--- src/rtl/uart_rx_ctrl_if.sv ---
// Downstream frame stream of uart_rx_ctrl.
//   m_data  : 9-bit frame at the head of the FIFO
//   m_valid : head entry present
//   m_ready : consumer accepts the head entry this cycle
interface uart_rx_ctrl_if;
  logic [8:0] m_data;
  logic       m_valid;
  logic       m_ready;

  modport master (output m_data, output m_valid, input m_ready);
  modport slave  (input m_data, input m_valid, output m_ready);
endinterface

--- src/rtl/uart_rx_ctrl.sv ---
// Control and buffering companion for a UART receiver on the 16x-baud clock.
// Holds the receiver frame configuration, defers a new configuration until
// the line has been quiet for IDLE_GAP samples, and buffers received frames
// in a DEPTH-entry FIFO with sticky overflow and a saturating drop counter.
// Ports:
//   clk_16bd, rst          : clock, synchronous active-high reset
//   Rx                     : serial line (idle detection)
//   rx_en                  : 1 = store received frames, 0 = discard
//   cfg_wr, cfg_*          : configuration write strobe and fields
//   rx_frame(_valid)       : receiver output frame and its valid level
//   rx_rst                 : one-cycle receiver reset while a config is applied
//   rx_parity.. rx_frame_length : active configuration
//   cfg_busy, cfg_err      : config pending / illegal write pulse
//   ovf, ovf_cnt           : sticky overflow, saturating drop count
//   m_if                   : downstream ready/valid stream (master side)
module uart_rx_ctrl #(
  parameter int DEPTH    = 4,
  parameter int IDLE_GAP = 32
) (
  input  logic       clk_16bd,
  input  logic       rst,
  input  logic       Rx,
  input  logic       rx_en,
  input  logic       cfg_wr,
  input  logic       cfg_parity,
  input  logic       cfg_parity_type,
  input  logic       cfg_stop_bits,
  input  logic [3:0] cfg_frame_length,
  input  logic [8:0] rx_frame,
  input  logic       rx_frame_valid,
  output logic       rx_rst,
  output logic       rx_parity,
  output logic       rx_parity_type,
  output logic       rx_stop_bits,
  output logic [3:0] rx_frame_length,
  output logic       cfg_busy,
  output logic       cfg_err,
  output logic       ovf,
  output logic [7:0] ovf_cnt,
  uart_rx_ctrl_if.master m_if
);
  localparam int AW = $clog2(DEPTH);
  localparam int CW = AW + 1;

  typedef enum logic [1:0] {RUN, PEND, APPLY} state_t;

  state_t      state_q, state_d;
  logic [7:0]  idle_cnt_q;
  logic        sh_parity_q, sh_parity_type_q, sh_stop_bits_q;
  logic [3:0]  sh_frame_length_q;
  logic        rx_parity_q, rx_parity_type_q, rx_stop_bits_q;
  logic [3:0]  rx_frame_length_q;
  logic        rx_rst_q, cfg_busy_q, cfg_err_q;
  logic        fv_q;
  logic [8:0]  mem [DEPTH];
  logic [AW-1:0] wr_ptr_q, rd_ptr_q, rd_ptr_d, wr_ptr_d;
  logic [CW-1:0] count_q, count_d;
  logic [8:0]  m_data_q, head_d;
  logic        m_valid_q;
  logic        ovf_q;
  logic [7:0]  ovf_cnt_q;

  logic        cfg_legal, idle_full, push, pop, full, push_ok, drop;
  logic [8:0]  frame_mask, wr_data;

  assign cfg_legal = cfg_wr && (cfg_frame_length >= 4'd5) && (cfg_frame_length <= 4'd9);
  assign idle_full = (idle_cnt_q == 8'(IDLE_GAP));

  // Bits beyond the active frame length are forced to zero.
  generate
    for (genvar gi = 0; gi < 9; gi++) begin : g_mask
      assign frame_mask[gi] = (4'(gi) < rx_frame_length_q);
    end
  endgenerate
  assign wr_data = rx_frame & frame_mask;

  // Only the rising edge of frame_valid is a new frame; frames arriving while
  // the receiver is being reset are not trusted.
  assign push    = rx_frame_valid && !fv_q && rx_en && (state_q != APPLY);
  assign pop     = m_valid_q && m_if.m_ready;
  assign full    = (count_q == CW'(DEPTH));
  assign push_ok = push && (!full || pop);
  assign drop    = push && full && !pop;

  always_comb begin
    state_d = state_q;
    case (state_q)
      RUN:     if (cfg_legal) state_d = PEND;
      PEND:    if (!cfg_legal && idle_full) state_d = APPLY;
      APPLY:   state_d = cfg_legal ? PEND : RUN;
      default: state_d = RUN;
    endcase
  end

  always_comb begin
    count_d  = count_q + CW'(push_ok) - CW'(pop);
    rd_ptr_d = rd_ptr_q + AW'(pop);
    wr_ptr_d = wr_ptr_q + AW'(push_ok);
    // When the FIFO drains to empty in the same cycle a frame is written, the
    // new head is the incoming word rather than the (not yet written) RAM.
    if (push_ok && ((count_q - CW'(pop)) == '0)) head_d = wr_data;
    else                                         head_d = mem[rd_ptr_d];
  end

  always_ff @(posedge clk_16bd) begin
    if (push_ok) mem[wr_ptr_q] <= wr_data;
  end

  always_ff @(posedge clk_16bd) begin
    if (rst) begin
      state_q           <= RUN;
      idle_cnt_q        <= '0;
      sh_parity_q       <= 1'b0;
      sh_parity_type_q  <= 1'b0;
      sh_stop_bits_q    <= 1'b0;
      sh_frame_length_q <= 4'd8;
      rx_parity_q       <= 1'b0;
      rx_parity_type_q  <= 1'b0;
      rx_stop_bits_q    <= 1'b0;
      rx_frame_length_q <= 4'd8;
      rx_rst_q          <= 1'b0;
      cfg_busy_q        <= 1'b0;
      cfg_err_q         <= 1'b0;
      fv_q              <= 1'b0;
      wr_ptr_q          <= '0;
      rd_ptr_q          <= '0;
      count_q           <= '0;
      m_data_q          <= '0;
      m_valid_q         <= 1'b0;
      ovf_q             <= 1'b0;
      ovf_cnt_q         <= '0;
    end else begin
      state_q    <= state_d;
      rx_rst_q   <= (state_d == APPLY);
      cfg_busy_q <= (state_d != RUN);
      cfg_err_q  <= cfg_wr && !cfg_legal;
      fv_q       <= rx_frame_valid;

      if (!Rx)            idle_cnt_q <= '0;
      else if (!idle_full) idle_cnt_q <= idle_cnt_q + 8'd1;

      if (cfg_legal) begin
        sh_parity_q       <= cfg_parity;
        sh_parity_type_q  <= cfg_parity_type;
        sh_stop_bits_q    <= cfg_stop_bits;
        sh_frame_length_q <= cfg_frame_length;
      end
      if (state_q == APPLY) begin
        rx_parity_q       <= sh_parity_q;
        rx_parity_type_q  <= sh_parity_type_q;
        rx_stop_bits_q    <= sh_stop_bits_q;
        rx_frame_length_q <= sh_frame_length_q;
      end

      wr_ptr_q  <= wr_ptr_d;
      rd_ptr_q  <= rd_ptr_d;
      count_q   <= count_d;
      m_valid_q <= (count_d != '0);
      if (count_d != '0) m_data_q <= head_d;

      if (drop) begin
        ovf_q <= 1'b1;
        if (ovf_cnt_q != 8'hFF) ovf_cnt_q <= ovf_cnt_q + 8'd1;
      end
    end
  end

  assign rx_rst          = rx_rst_q;
  assign rx_parity       = rx_parity_q;
  assign rx_parity_type  = rx_parity_type_q;
  assign rx_stop_bits    = rx_stop_bits_q;
  assign rx_frame_length = rx_frame_length_q;
  assign cfg_busy        = cfg_busy_q;
  assign cfg_err         = cfg_err_q;
  assign ovf             = ovf_q;
  assign ovf_cnt         = ovf_cnt_q;
  assign m_if.m_data     = m_data_q;
  assign m_if.m_valid    = m_valid_q;
endmodule

--- src/flat_wrapper.sv ---
// flat-port wrapper written by rule: the top's interface ports become plain ports
module uart_rx_ctrl_flat 
#(
  parameter int DEPTH    = 4,
  parameter int IDLE_GAP = 32
)
  (clk_16bd, rst, Rx, rx_en, cfg_wr, cfg_parity, cfg_parity_type, cfg_stop_bits, cfg_frame_length, rx_frame, rx_frame_valid, rx_rst, rx_parity, rx_parity_type, rx_stop_bits, rx_frame_length, cfg_busy, cfg_err, ovf, ovf_cnt, m_if_m_data, m_if_m_valid, m_if_m_ready);
  uart_rx_ctrl_if m_if_i ();
  input  logic clk_16bd;
  input  logic rst;
  input  logic Rx;
  input  logic rx_en;
  input  logic cfg_wr;
  input  logic cfg_parity;
  input  logic cfg_parity_type;
  input  logic cfg_stop_bits;
  input  logic [3:0] cfg_frame_length;
  input  logic [8:0] rx_frame;
  input  logic rx_frame_valid;
  output logic rx_rst;
  output logic rx_parity;
  output logic rx_parity_type;
  output logic rx_stop_bits;
  output logic [3:0] rx_frame_length;
  output logic cfg_busy;
  output logic cfg_err;
  output logic ovf;
  output logic [7:0] ovf_cnt;
  output wire logic [$bits(m_if_i.m_data)-1:0] m_if_m_data;
  output wire logic [$bits(m_if_i.m_valid)-1:0] m_if_m_valid;
  input wire logic [$bits(m_if_i.m_ready)-1:0] m_if_m_ready;
  assign m_if_m_data = m_if_i.m_data;
  assign m_if_m_valid = m_if_i.m_valid;
  assign m_if_i.m_ready = m_if_m_ready;
  uart_rx_ctrl #(.DEPTH(DEPTH), .IDLE_GAP(IDLE_GAP)) u_core (.clk_16bd(clk_16bd), .rst(rst), .Rx(Rx), .rx_en(rx_en), .cfg_wr(cfg_wr), .cfg_parity(cfg_parity), .cfg_parity_type(cfg_parity_type), .cfg_stop_bits(cfg_stop_bits), .cfg_frame_length(cfg_frame_length), .rx_frame(rx_frame), .rx_frame_valid(rx_frame_valid), .rx_rst(rx_rst), .rx_parity(rx_parity), .rx_parity_type(rx_parity_type), .rx_stop_bits(rx_stop_bits), .rx_frame_length(rx_frame_length), .cfg_busy(cfg_busy), .cfg_err(cfg_err), .ovf(ovf), .ovf_cnt(ovf_cnt), .m_if(m_if_i));
endmodule
--- config.mk ---
export PLATFORM = sky130hd
export DESIGN_NAME = uart_rx_ctrl_flat
export DESIGN_NICKNAME = d
export VERILOG_FILES = /design/src/rtl/uart_rx_ctrl_if.sv /design/src/rtl/uart_rx_ctrl.sv /design/src/flat_wrapper.sv
export SDC_FILE = /design/constraint.sdc
export NUM_CORES = 1
export LEC_CHECK = 0
export BUFFER_PORTS_ARGS = -buffer_cell sky130_fd_sc_hd__buf_2
export CORE_ASPECT_RATIO = 0.8
export CORE_MARGIN = 2
export CORE_UTILIZATION = 52
export CTS_CLUSTER_DIAMETER = 80
export DETAILED_ROUTE_END_ITERATION = 10
export GPL_ROUTABILITY_DRIVEN = 0
export GPL_TIMING_DRIVEN = 0
export PLACE_DENSITY = 0.86
export SETUP_SLACK_MARGIN = 0.05
export SYNTH_ARGS = -nofsm -noshare
export SYNTH_HDL_FRONTEND = slang
export SYNTH_SLANG_ARGS = --single-unit
--- constraint.sdc ---
create_clock -name clk_16bd -period 2.88 [get_ports clk_16bd]
set_input_delay 0.432 -clock clk_16bd [delete_from_list [all_inputs] [get_ports clk_16bd]]
set_output_delay 0.432 -clock clk_16bd [all_outputs]
set_load 0.005 [all_outputs]
# Word level (Yosys, flattened, before mapping)
# Memory sizes are Yosys's and may differ from the RTL's.
# Index checks and enable logic that the tools add are counted.
# op_classes
div_mod_pow	0
n_eq_ne	7
n_addsub	7
reduce_logical	23
n_bitwise	2
magnitude_cmp	11
muxes	7
multipliers	0
shift	0
# ops
op	count
adder 8 x 1 -> 8 bit, second input constant	2
less-than comparator 3 x 4 -> 1 bit, first input constant	4
logical AND 1 bit	12
bitwise AND 9 bit	1
two-way mux 9 bit	1
equality test 8 x 6 -> 1 bit, second input constant	1
less-than comparator 1 x 4 -> 1 bit, first input constant	2
less-than comparator 2 x 4 -> 1 bit, first input constant	2
!= test 8 bit, second input constant	1
case mux 2 bit (3 select lines)	1
subtractor 3 x 1 -> 3 bit	2
adder 2 x 1 -> 2 bit	2
equality test 2 bit, second input constant	2
>= comparator 4 x 3 -> 1 bit, second input constant	1
<= comparator 4 bit, second input constant	1
zero test 1 bit	4
less-than comparator 4 bit, first input constant	1
two-way mux 2 bit	2
adder 3 x 1 -> 3 bit	1
equality test 3 bit, second input constant	1
zero test 3 bit	1
two-way mux 1 bit	3
nonzero test 3 bit	1
equality test 2 x 1 -> 1 bit, second input constant	1
other kinds (7)	7
# totals
mem_bits_rw	36
latchBits	0
word_cells	79
input_bits	23
rom_bits	0
mem_count	1
ff_bits	54
out_inout_bits	29
# mem_list
memory	words	width	rd	rd_clocked_by_memory_dff	wr	line_no	rtl
u_core.mem	4	9	1	0	1	uart_rx_ctrl.sv:55	logic [8:0] mem [DEPTH];

# Logic depth before layout (Yosys ltp)
# Gate-level depths: netlist of the first run.
# logic_depth
word_depth	8
depth_mapped	12
mapped_depth_nobuf	10

# Least setup slack after synthesis of the first run
# No wires, ideal clock.
# synth_timing
path_type	flip-flop to flip-flop
from	reg u_core.state_q[1]
to	reg u_core.m_data_q[8], in the netlist u_core.m_if.m_data[8]
t_required_ns	2.754
synth_period_minus_slack_ns	2.825
setup_slack_ns	0.055
arrival_time_ns	2.699
path_stages_with_launch	13
setup_ns	0.126
n_path_buf	3
path_cell_list	dfxtp_1 -> nor2b_1 -> buf_6 -> or3_4 -> buf_6 -> nor2_1 -> ha_1 -> fa_1 -> nor2_1 -> clkbuf_1 -> a21oi_1 -> a41oi_1 -> o21ai_0
# synth_between
elab_chain_cells	6
elab_cells_between_ends	8
cone_classes	add/sub (2); eq/ne (1); mux (1); reduce/logical (4)
# synth_rtl
item	line_no	rtl
start, declared	uart_rx_ctrl.sv:47	state_t state_q, state_d;
start signal, assigned	uart_rx_ctrl.sv:133	state_q <= state_d;
!= test 2 bit	uart_rx_ctrl.sv:79	assign push = rx_frame_valid && !fv_q && rx_en && (state_q != APPLY);
logical AND 1 bit	uart_rx_ctrl.sv:79	
logical AND 1 bit	uart_rx_ctrl.sv:82	assign push_ok = push && (!full || pop);
adder 3 x 1 -> 3 bit	uart_rx_ctrl.sv:96	count_d = count_q + CW'(push_ok) - CW'(pop);
subtractor 3 x 1 -> 3 bit	uart_rx_ctrl.sv:96	
named net u_core.count_d[1]	uart_rx_ctrl.sv:57	logic [CW-1:0] count_q, count_d;
nonzero test 3 bit	uart_rx_ctrl.sv:159	if (count_d != '0) m_data_q <= head_d;
end signal, assigned	uart_rx_ctrl.sv:128	m_data_q <= '0;
end signal, assigned	uart_rx_ctrl.sv:159	
end, declared	uart_rx_ctrl.sv:58	logic [8:0] m_data_q, head_d;
# The timed path passes the listed nets, and every way through them passes these cells.
# A chain may end at the register's enable or synchronous reset.

# Worst setup path in the final report of the first run
# layout_timing
from	reg u_core.state_q[0]
to	reg u_core.m_data_q[3], in the netlist u_core.m_if.m_data[3]
# layout_between
elab_chain_cells	6
elab_cells_between_ends	8
cone_classes	add/sub (2); eq/ne (1); mux (1); reduce/logical (4)
# layout_rtl
item	line_no
!= test 2 bit (*)	uart_rx_ctrl.sv:79
logical AND 1 bit (*)	uart_rx_ctrl.sv:79
logical AND 1 bit (*)	uart_rx_ctrl.sv:82
adder 3 x 1 -> 3 bit	uart_rx_ctrl.sv:96
subtractor 3 x 1 -> 3 bit	uart_rx_ctrl.sv:96
nonzero test 3 bit	uart_rx_ctrl.sv:159
# Every way passes the cells marked *; elsewhere a longest branch is shown, timed or not.

==> results.tsv, run 1 <==
metric	value	unit
run_status	finished with violations	
violations	setup timing	
dp.final_hpwl	6.99	mm
route.detailed.drc	0	
drv_cap	0	
final_cells	554	
setup_ws	-0.137	ns
initial_utilization	0.541	
hold_class	input pin to register	
rsz0062_at_grt	true	
antenna_cells	0	
rows	28	
wl_per_cell	21.4	µm
cts.sinks	90	
worst_ep_required_time	3.19	ns
syn-cell-area	4030	µm²
insertion_delay	0.38	ns
yosysWarnings	0	
worst-path-max-fanout	7	
die_h	82.8	µm
worstSetupEndpointType	register	
synth.avg_cell_area	11.1	µm²
ios	52	
synth-edff-count	36	
synth_area_leader_cell	dfxtp_1	
period_share	1.05	
globalRouteMet1Util	0.307	
n_fill_cell	506	
post-place-ws	-0.497	ns
use_met3	0.0645	
arrival	3.33	ns
netlist-cell-type-count	58	
synth_nets	396	
grt_max_degree	19	
port_buffers	50	
async_flop_share	0	
area.growth.synth_to_final	23.4	%
power_density	841	nW/µm²
final_hold_viol_count	0	
die_w	102	µm
grt-ovfl-total	0	
grt.met2_usage	0.418	
final_nets	477	
slew-limit-headroom	0.419	
setup_viol	5	
maxSlewViolCount	0	
fin_crit	3.02	ns
totalWireLength	11.8	mm
synth-main-ff-cell	dfxtp_1	
dp_cells	519	
synth_common_cells	54 x dfxtp_1, 36 x edfxtp_1, 24 x inv_1, 23 x nor2_1	
ys_ff_latch	90	
fmax	332	MHz
hold_buffers	0	
busiest_layer	met2	
seq_area_frac_synth	0.536	
ant_nets	0	
grt_pass1_wl	15.8	mm
grt_pass1_vias	3164	
fin_skew	0.00705	ns
synthCells	363	
post_route_cells_drive_above_1_share	0.292	
vias_per_cell	6.46	
leakage	1.97	nW
worstMarginPinSlew	0.868	ns
synth_most_common_cell	dfxtp_1	
startpoint_type	register	
cts_made_buffers	9	
cts_tree	yes	
peakVddDrop	0.443	mV
cts_buffer_depth	2	
die-area	8480	µm²
coreArea	7460	µm²
final_util	0.667	
num_vias	3581	
track_usage	0.250	
drt_iter0_drc	501	
cts.reportedPaths.clkPinSlew	0.10	ns
root_buffer	clkbuf_8	
dr.pass1.iters	6	
synthDominantCellAreaShare	0.268	
h-tree-depth	3	
ys_top_cells_by_area	dfxtp_1 27%, edfxtp_1 27%, mux4_2 4.5%	
crit_type	register to register	
antenna_found_initial	0	
[placed cells by master (no fill, tap or decap), drive strengths merged, types with 19 or more instances in the layout]
master / synthesis / final
buf: 9 / 79
dfxtp: 54 / 54
edfxtp: 36 / 36
inv: 24 / 28
nor2: 23 / 23
a21oi: 22 / 22
nand2: 22 / 22
clkbuf: 12 / 21
nand3: 20 / 20
o21ai: 19 / 19
[registers in the layout, indices dropped and copies added, names as in the netlist, 2 cells and up]
register / flops
u_core.mem: 36
u_core.m_if.m_data: 9
u_core.idle_cnt_q: 8
u_core.ovf_cnt: 8
u_core.rx_frame_length: 4
u_core.sh_frame_length_q: 4
u_core.count_q: 3
u_core.rd_ptr_q: 2
u_core.state_q: 2
u_core.wr_ptr_q: 2
[cells by family (layout without fill, tap and decap cells)]
logic type               count (synthesis)  count (layout)  share of synthesized area
XOR/XNOR                                12              12                     0.0332
AND/OR/NAND/NOR                        113             113                      0.161
buffers and inverters                   45             131                     0.0468
flip-flops                              90              90                      0.536
adder cells (fa/ha/maj)                 10              10                     0.0329
AO/OA/AOI/OAI                           80              80                      0.132
multiplexers                            13              13                     0.0583
[final timing paths]
path	startpoint	to	slack, ns	cells past startpoint
setup / recovery	u_core.state_q[0]	u_core.m_if.m_data[3]	-0.14	13
hold / removal	cfg_parity_type	u_core.sh_parity_type_q	0.29	3
setup reg to reg	u_core.state_q[0]	u_core.m_if.m_data[3]	-0.14	13
hold reg to reg	u_core.sh_frame_length_q[1]	u_core.rx_frame_length[1]	0.46	2
[routing by layer]
layer  vias up  part of all wire
met5         -                 0
met4         0             0.045
met3        71             0.099
met2       289              0.48
met1      1706              0.37
li1       1515                 -
[per-stage QoR]
stage | total power [mW] | area [µm²] | TNS, ns | hold slack (ns)
after floorplan | 2.25 | 4030 | 0 | 0.428
after global placement | 2.51 | 4420 | -4.62 | 0.442
after detailed placement | 2.57 | 4430 | -4.48 | 0.449
after CTS | 3.64 | 4730 | 0 | 0.294
after global routing | 4.33 | 4980 | -0.946 | 0.294
final | 4.19 | 4980 | -0.358 | 0.292
[cell type report]
class	instances	area, µm²	share of cell area
tap	105	131	0.0264
clock buffer	9	124	0.0249
multi-input combinational	228	1840	0.370
buffer	21	124	0.0249
sequential	90	2160	0.435
clock inverter	7	95.1	0.0191
timing repair buffer	70	408	0.0819
inverter	24	90.1	0.0181
[power breakdown]
part	total (mW)	switching (mW)	leakage [nW]	internal [mW]
combinational	1.76	0.974	1.10	0.784
sequential	1.49	0.0636	0.768	1.43
clock	0.937	0.509	0.111	0.428
total	4.19	1.55	1.97	2.64
[timing repair]
| action | CTS | global route |
|---|---|---|
| gates cloned | 0 | 1 |
| resized for setup | 21 | 31 |
| buffers inserted | 2 | 16 |
| endpoints found under the setup margin | 28 | 18 |
| pin swaps | 3 | 16 |
[critical path, stage by stage, from the launching register on]
cell,delay [ns]
dfxtp_2,0.41
nor2b_4,0.06
buf_6,0.12
or3_4,0.40
buf_12,0.15
nor2_4,0.15
ha_4,0.15
fa_2,0.21
xor3_2,0.35
buf_6,0.16
buf_4,0.16
a211oi_2,0.29
a41oi_1,0.21
o21ai_1,0.15
Note: power is estimated with default switching activity, not from simulation.
==> inputs of run 2 (changes only) <==
==> constraint.sdc (replaced) <==
create_clock -name clk_16bd -period 2.55 [get_ports clk_16bd]
set_input_delay 0.3825 -clock clk_16bd [delete_from_list [all_inputs] [get_ports clk_16bd]]
set_output_delay 0.3825 -clock clk_16bd [all_outputs]
set_load 0.005 [all_outputs]
==> results.tsv, run 2 (same netlist as run 1, synthesis figures left out) <==
metric	value	unit	change
hold_end	u_core.sh_stop_bits_q		
port_buffers	50		unchanged
setup_ws	0.0242	ns	+0.161 ns
busiest_layer	met2		
die_w	102	µm	unchanged
fin_crit	2.53	ns	-0.491 ns
leakage	1.94	nW	-1.6%
final_util	0.676		+0.00905
regToRegSetupSlack	0.02	ns	+0.16 ns
grt-ovfl-total	0		unchanged
cts_made_buffers	9		unchanged
worstSetupEndpointType	register		
grt_pass1_vias	3083		-2.6%
coreArea	7460	µm²	unchanged
use_met3	0.0394		-0.0251
layout_common_cells	52 x buf_2, 50 x dfxtp_1, 36 x edfxtp_1, 22 x inv_1		
num_vias	3401		-5.0%
antenna_cells	0		unchanged
globalRouteMet1Util	0.318		+0.0107
grt.met2_usage	0.407		-0.0111
maxSlewViolCount	0		unchanged
vias_per_cell	6.17		-4.5%
rr_worst_depth	10		-3
largest_reg_flops	36		unchanged
worst_ep_required_time	2.85	ns	-0.34 ns
worstMarginPinSlew	0.861	ns	-0.00690 ns
rows	28		unchanged
initial_utilization	0.541		unchanged
route.detailed.drc	0		unchanged
drv_cap	0		unchanged
final_common_cell	buf_2		
hold_class	input pin to register		
hold_buffers	0		unchanged
cts_buffer_depth	2		unchanged
fmax	396	MHz	+19%
post_route_cells_drive_above_1_share	0.323		+0.0311
setup_viol	0		-5
root_buffer	clkbuf_8		
power_density	960	nW/µm²	+14%
final_nets	474		-0.63%
ant_nets	0		unchanged
totalWireLength	10.9	mm	-8.0%
track_usage	0.243		-0.00712
rr_endpoint	u_core.m_if.m_data[2]		
top_register	u_core.mem		
slew-limit-headroom	0.418		about the same
cts.sinks	90		unchanged
antenna_found_initial	0		unchanged
peakVddDrop	0.482	mV	+8.8%
crit_type	register to register		
startpoint	u_core.count_q[0]		
cts.reportedPaths.clkPinSlew	0.10	ns	about the same
period_share	0.991		-0.0569
dp.final_hpwl	6.55	mm	-6.2%
area.growth.synth_to_final	25.1	%	
wl_per_cell	19.8	µm	-7.5%
post-place-ws	-0.479	ns	+0.0177 ns
ios	52		unchanged
min_from	cfg_stop_bits		
worst-path-max-fanout	5		-2
rsz0062_at_grt	true		
final_hold_viol_count	0		unchanged
grt_pass1_wl	15.3	mm	-3.3%
fin_skew	0.0124	ns	+0.00531 ns
h-tree-depth	3		unchanged
startpoint_type	register		
insertion_delay	0.38	ns	about the same
drt_iter0_drc	427		-15%
grt_max_degree	18		-1
arrival	2.83	ns	-0.50 ns
min_path_cells	3		unchanged
cts_tree	yes		
r2r_start	u_core.count_q[0]		
power.total	4.84	mW	+16%
dr.pass1.iters	6		unchanged
run_status	finished, final reports clean		
die_h	82.8	µm	unchanged
die-area	8480	µm²	unchanged
## run 2: changes by cell type in the layout (fill, tap and decap cells not counted), sizes merged
cell | previous run | this run
bufinv | 1 | 0
buf | 79 | 75
clkinvlp | 0 | 1
clkbuf | 21 | 22
clkinv | 2 | 1
inv | 28 | 29
## run 2: worst max path at each step
stage / endpoint / slack [ns] / cells after the start
5_1_grt: u_core.m_if.m_data[1] / -0.03 / 10
6_report: u_core.m_if.m_data[2] / 0.02 / 10
3_5_place_dp: u_core.mem[1][6] / -0.48 / 6
2_1_floorplan: u_core.m_if.m_data[7] / -0.03 / 11
3_3_place_gp: u_core.mem[0][5] / -0.47 / 5
4_1_cts: u_core.m_if.m_data[2] / -0.03 / 10
## run 2: area by class of cell
type,count,area [µm²]
fillers,485,2420
flip-flops and latches,90,2170
multi-input cells,228,1960
repair buffers,69,417
well taps,105,131
clock buffers,9,124
plain buffers,19,97.6
inverters,24,90.1
clock inverters,7,60.1
## run 2: worst max-delay path: stages (launching register included)
cell	delay, ns
dfxtp_1	0.37
inv_1	0.09
ha_4	0.27
inv_2	0.05
ha_4	0.15
fa_2	0.59
nor2_4	0.07
buf_4	0.17
a2111oi_4	0.39
a41oi_2	0.17
o21ai_1	0.11
## run 2: per-stage QoR
step | area (µm²) | hold WS (ns) | setup TNS (ns) | std cells
floorplan | 4090 | 0.423 | -0.163 | 363
global placement | 4470 | 0.436 | -13.37 | 518
detailed placement | 4490 | 0.447 | -10.88 | 519
CTS | 4910 | 0.256 | -0.112 | 545
global route | 5050 | 0.256 | -0.138 | 551
finish | 5050 | 0.256 | 0 | 551
## run 2: layer usage
| layer | vias up | share of wire |
|---|---|---|
| li1 | 1508 | - |
| met1 | 1643 | 0.40 |
| met2 | 203 | 0.48 |
| met3 | 47 | 0.084 |
| met4 | 0 | 0.035 |
| met5 | - | 0 |
## run 2: power breakdown
| part | internal (mW) | leakage [nW] | switching (mW) |
|---|---|---|---|
| clock | 0.375 | 0.0921 | 0.564 |
| sequential | 1.62 | 0.769 | 0.0730 |
| combinational | 1.03 | 1.08 | 1.18 |
| total | 3.03 | 1.94 | 1.82 |
## run 2: what timing repair did
action,CTS,global route
setup buffers,9,7
setup endpoints to repair,28,19
cloned,2,0
resized for setup,41,18
pin swaps,25,13
